## src/rtl/seq_pkg.sv

```systemverilog
// Shared definitions for the serial sequence path: serializer state encoding
// and the default word width, also used by the detector bench.
package seq_pkg;

   // state    | meaning
   // ST_IDLE  | nothing being shifted, o_seq parked at IDLE_BIT
   // ST_SHIFT | a word is on o_seq, one bit per cycle
   typedef enum logic {
      ST_IDLE  = 1'b0,
      ST_SHIFT = 1'b1
   } seq_state_e;

   localparam int SEQ_DW_DEFAULT = 8;

endpackage

```

## src/rtl/seq_shift_reg.sv

```systemverilog
// DW-bit loadable shift register that owns serial bit selection.
//   clk, rst_n : clock, async active-low reset
//   load       : capture din (has priority over shift)
//   shift      : advance one bit, back-filling IDLE_BIT
//   din        : parallel word
//   ser        : current serial bit (a flop output, so glitch-free)
// Back-filling with IDLE_BIT means that after DW shifts the register holds
// only IDLE_BIT, which lets ser drive the idle level without an output mux.
module seq_shift_reg #(
   parameter int   DW        = 8,
   parameter bit   MSB_FIRST = 1'b1,
   parameter logic IDLE_BIT  = 1'b0
) (
   input  logic          clk,
   input  logic          rst_n,
   input  logic          load,
   input  logic          shift,
   input  logic [DW-1:0] din,
   output logic          ser
);

   logic [DW-1:0] sreg;

   always_ff @(posedge clk or negedge rst_n) begin
      if (!rst_n) begin
         sreg <= {DW{IDLE_BIT}};
      end else if (load) begin
         sreg <= din;
      end else if (shift) begin
         if (MSB_FIRST) sreg <= {sreg[DW-2:0], IDLE_BIT};
         else           sreg <= {IDLE_BIT, sreg[DW-1:1]};
      end
   end

   assign ser = MSB_FIRST ? sreg[DW-1] : sreg[0];

endmodule

```

## src/rtl/seq_serializer.sv

```systemverilog
// Parallel-to-serial feeder for the sequence detector. Accepts words on a
// valid/ready handshake and streams them one bit per clock with no gap
// between back-to-back words (one word shifting plus one pending).
//   i_clk, i_rstn : clock, async active-low reset
//   i_data/i_valid/o_ready : word handshake, transfer on i_valid && o_ready
//   o_seq, o_seq_valid     : serial bit and its qualifier (registered)
//   o_frame_done           : high on the cycle carrying a word's last bit
//   o_busy                 : shift or pending register occupied
//
// state    | meaning
// ST_IDLE  | no word shifting; o_seq = IDLE_BIT, o_seq_valid = 0
// ST_SHIFT | bit cnt of the current word is on o_seq
module seq_serializer
   import seq_pkg::*;
#(
   parameter int   DW        = SEQ_DW_DEFAULT,
   parameter bit   MSB_FIRST = 1'b1,
   parameter logic IDLE_BIT  = 1'b0
) (
   input  logic          i_clk,
   input  logic          i_rstn,
   input  logic [DW-1:0] i_data,
   input  logic          i_valid,
   output logic          o_ready,
   output logic          o_seq,
   output logic          o_seq_valid,
   output logic          o_frame_done,
   output logic          o_busy
);

   localparam int            CW       = $clog2(DW);
   localparam logic [CW-1:0] CNT_LAST = CW'(DW - 1);

   seq_state_e    state, state_nxt;
   logic [CW-1:0] cnt, cnt_nxt;
   logic [DW-1:0] pend_data;
   logic          pend_vld, pend_vld_nxt, pend_load;
   logic          sr_load, sr_shift;
   logic [DW-1:0] sr_din;
   logic          seq_valid_q, frame_done_q;
   logic          xfer;

   assign o_ready = !pend_vld;
   assign xfer    = i_valid && o_ready;

   always_comb begin
      state_nxt    = state;
      cnt_nxt      = cnt;
      pend_vld_nxt = pend_vld;
      pend_load    = 1'b0;
      sr_load      = 1'b0;
      sr_shift     = 1'b0;
      sr_din       = i_data;
      unique case (state)
         ST_IDLE: begin
            if (xfer) begin
               sr_load   = 1'b1;
               cnt_nxt   = '0;
               state_nxt = ST_SHIFT;
            end
         end
         ST_SHIFT: begin
            if (cnt == CNT_LAST) begin
               cnt_nxt = '0;
               if (pend_vld) begin
                  sr_load      = 1'b1;
                  sr_din       = pend_data;
                  pend_vld_nxt = 1'b0;
               end else if (xfer) begin
                  // Empty pending slot: the new word goes straight in.
                  sr_load = 1'b1;
               end else begin
                  // Final shift leaves the register filled with IDLE_BIT.
                  sr_shift  = 1'b1;
                  state_nxt = ST_IDLE;
               end
            end else begin
               sr_shift = 1'b1;
               cnt_nxt  = cnt + CW'(1);
               if (xfer) begin
                  pend_load    = 1'b1;
                  pend_vld_nxt = 1'b1;
               end
            end
         end
         default: state_nxt = ST_IDLE;
      endcase
   end

   always_ff @(posedge i_clk or negedge i_rstn) begin
      if (!i_rstn) begin
         state        <= ST_IDLE;
         cnt          <= '0;
         pend_vld     <= 1'b0;
         pend_data    <= '0;
         seq_valid_q  <= 1'b0;
         frame_done_q <= 1'b0;
      end else begin
         state        <= state_nxt;
         cnt          <= cnt_nxt;
         pend_vld     <= pend_vld_nxt;
         if (pend_load) pend_data <= i_data;
         seq_valid_q  <= (state_nxt == ST_SHIFT);
         frame_done_q <= (state_nxt == ST_SHIFT) && (cnt_nxt == CNT_LAST);
      end
   end

   seq_shift_reg #(
      .DW        (DW),
      .MSB_FIRST (MSB_FIRST),
      .IDLE_BIT  (IDLE_BIT)
   ) u_shift (
      .clk   (i_clk),
      .rst_n (i_rstn),
      .load  (sr_load),
      .shift (sr_shift),
      .din   (sr_din),
      .ser   (o_seq)
   );

   assign o_seq_valid  = seq_valid_q;
   assign o_frame_done = frame_done_q;
   assign o_busy       = (state == ST_SHIFT) || pend_vld;

endmodule

```

## config.mk

```make
export PLATFORM = sky130hd
export DESIGN_NAME = seq_serializer
export DESIGN_NICKNAME = d
export VERILOG_FILES = /design/src/rtl/seq_pkg.sv /design/src/rtl/seq_shift_reg.sv /design/src/rtl/seq_serializer.sv
export SDC_FILE = /design/constraint.sdc
export NUM_CORES = 1
export LEC_CHECK = 0
export CORE_MARGIN = 2
export CORE_UTILIZATION = 52
export CTS_BUF_LIST = sky130_fd_sc_hd__clkbuf_16
export DETAILED_ROUTE_END_ITERATION = 7
export GPL_TIMING_DRIVEN = 0
export PLACE_DENSITY = 0.77
export SYNTH_ARGS = -nofsm -noshare
export SYNTH_HDL_FRONTEND = slang
export SYNTH_SLANG_ARGS = --single-unit
export TNS_END_PERCENT = 10
```

## constraint.sdc

```tcl
create_clock -name i_clk -period 4.2 [get_ports i_clk]
set_clock_uncertainty 0.2 [all_clocks]
set_input_delay 0.63 -clock i_clk [delete_from_list [all_inputs] [get_ports i_clk]]
set_output_delay 0.63 -clock i_clk [all_outputs]
set_load 0.01 [all_outputs]
```

==> flow_summary.toml <==
[power]
powerDensity_mw_per_mm2 = 720
ir_worst_vdd_v = 0.000446
power_mw = 0.979
p_leak_nw = 0.588

[route]
final_antenna_net_count = 0
drtIter0Drc = 30
via_count = 905
vias_per_cell = 6.03
route.detailed.drc = 0
wirelength_um = 2320
drt-pass1-iter-count = 5
routedWlPerCell_um = 15.4

[yosys]
synth_enable_flop_cells = 0
synth_cell_types = 29
syn_area_mm2 = 0.00110
async_flop_share_pct = 100
ys_ff_latch = 22
synthFlopType = "dfrtp_1"
avgSynthCellArea_um2 = 10.6
synth_nets = 117
ys_seq_area_share_pct = 50.2
synth_cells = 104
yosysWarningCount = 0

[cts]
root_buffer = "clkbuf_16"
hold_buffers = 0
postCtsSetupRepairBufs = 0
cts_tree = "built"
cts_max_level = 1
cts.clk_slew.worst_paths_ns = 0.06
clk_path_buf_depth = 2
cts_buffers = 3
clkSinkCount = 22
clk_latency_ns = 0.26
cts_resized = 0

[min_path]
hold_path_startpoint = "pend_data[7]$_DFFE_PN0P_"
holdCritPathClass = "flip-flop to flip-flop"
whs_path_depth = 1
min_to = "pend_data[7]$_DFFE_PN0P_"

[setup_path]
crit_type = "flip-flop to output port"
r2r-start = "cnt[0]$_DFF_PN0_"
arrival_ns = 1.86
cpPeakStageDelay_ns = 0.52
cp-start-kind = "flip-flop"
crit_path_end_kind = "output port"
r2r_cells = 7
regToRegSetupSlack_ns = 2.17
crit_path_max_fanout = 10
timing.critical_path.buf_inv = 3
cp_slowest_cell = "clkdlybuf4s50_1"
cp_top_family = "buffers and inverters"
r2r_end = "u_shift.sreg[2]$_DFFE_PN0P_"
crit_chain = "buf_2, clkbuf_1, or2_1, clkdlybuf4s50_1"
cp.required_ns = 3.37

[grt]
grt_max_degree = 23
grt_pass1_vias = 867
grt_antenna_before_repair = 0
grt_pass1_wl_um = 4030
overflow = 0
grtUsageTotal_pct = 21.8

[final_layout]
diodes = 0
drive_above_1_share_pct = 8.94
area_growth_pct = 23.9
fin_nets = 137
design_area_mm2 = 0.00136

[sta]
worst_pin_slew_ns = 0.975
drv_slew = 0
setup_violations = 0
min_period_over_period_pct = 64.2
relSlewSlack_pct = 34.8
tns_ns = 0
fmax_ghz = 0.371
rsz0062_at_grt = "false"
final.min_clock_period_ns = 2.69
hold_violations = 0

[placement]
portBuffers = 15
hpwlAfterDp_um = 1550
gp_congestion = 0.808
dpl-instance-area_mm2 = 0.00128

[floorplanning]
initial_core_util_pct = 55.4
die_w_um = 49.9
boundaryPins = 16
die_height_um = 49.9
core_mm2 = 0.00198
dieArea_mm2 = 0.00249
rows = 16

[outcome]
status = "finished, final reports clean"

[run]
cap_violations = 0
==> Yosys cell counts, drive strengths merged (2+ instances only) <==
cell	number	area [um2]
mux2	8	90.1
inv	3	11.3
buf	4	21.3
nand2b	2	15.0
a22oi	12	90.1
a21o	6	45.0
clkbuf	3	11.3
o21ai	19	95.1
a21oi	4	20.0
nor2	3	21.3
nand2	6	22.5
ha	2	25.0
dfrtp	22	551
o22ai	2	12.5
==> cells in the final DEF, fill, tap and decap left out, types with 2 or more instances in the layout <==
cell type | synthesis | final
inv_1 | 2 | 2
mux2_1 | 8 | 8
a21oi_1 | 4 | 4
clkbuf_1 | 3 | 3
o21ai_1 | 6 | 6
nand2_1 | 6 | 6
a21o_1 | 6 | 6
a22oi_1 | 12 | 12
clkdlybuf4s50_1 | 0 | 15
dfrtp_1 | 22 | 22
o21ai_0 | 13 | 13
buf_2 | 2 | 2
clkbuf_16 | 0 | 3
o22ai_1 | 2 | 2
ha_1 | 2 | 2
==> power by group <==
part | switching [mW] | total (mW) | internal [mW]
combinational | 0.209 | 0.401 | 0.191
clock | 0.0785 | 0.206 | 0.127
sequential | 0.0611 | 0.372 | 0.311
==> routing by layer <==
metal / part of all wire, % / routed length, um / track usage, % / vias up
li1: - / - / - / 424
met1: 41 / 958 / 29.0 / 431
met2: 50 / 1150 / 33.8 / 46
met3: 7.9 / 184 / 6.06 / 4
met4: 1.1 / 26 / 8.80 / 0
met5: 0 / 0 / 0 / -
==> final cells by class <==
cell class	instances	area [um2]
tap	27	33.8
timing repair buffer	15	150
multi-input combinational	72	503
clock buffer	3	75.1
clock inverter	1	3.75
sequential	22	551
fill	144	622
buffer	7	32.5
inverter	3	11.3
==> worst register-to-register path, cell delays in order, from the launching register on <==
cell	delay [ns]
dfrtp_1	0.40
ha_1	0.17
ha_1	0.15
clkbuf_1	0.33
o21ai_1	0.13
and2_1	0.17
buf_1	0.16
a21o_1	0.21
==> cell families (layout without fill, tap and decap cells) <==
family,Yosys count,after routing,synth area share (%)
adder cells (fa/ha/maj),2,2,2.28
multiplexers,9,9,9.12
AND/OR/NAND/NOR,16,16,8.89
AO/OA/AOI/OAI,45,45,25.5
buffers and inverters,10,29,3.99
flip-flops,22,22,50.2
==> registers in the layout (all words and copies together), names as in the netlist <==
signal and cells:
o_seq_valid 1, pend_data 8, o_frame_done 1, pend_vld 1, cnt 3, u_shift.sreg 8
==> stage by stage <==
step / instances / util (%) / setup slack, ns / hold slack [ns]
2_1_floorplan: 104 / - / 2.33 / 0.134
3_3_place_gp: 146 / 64.6 / 1.80 / 0.264
3_5_place_dp: 146 / 64.6 / 1.78 / 0.269
4_1_cts: 150 / 68.6 / 1.50 / 0.283
5_1_grt: 150 / 68.6 / 1.38 / 0.303
6_report: 150 / 68.6 / 1.51 / 0.278
==> worst max path at each step <==
stage	start	depth (start not counted)	slack, ns	end
final	o_seq_valid$_DFF_PN0_	4	1.51	o_busy
after global routing	o_seq_valid$_DFF_PN0_	4	1.38	o_busy
after CTS	o_seq_valid$_DFF_PN0_	4	1.50	o_busy
after detailed placement	o_seq_valid$_DFF_PN0_	4	1.78	o_busy
after global placement	o_seq_valid$_DFF_PN0_	4	1.80	o_busy
after floorplan	o_seq_valid$_DFF_PN0_	3	2.33	o_busy
Note: power is estimated with default switching activity, not from simulation.
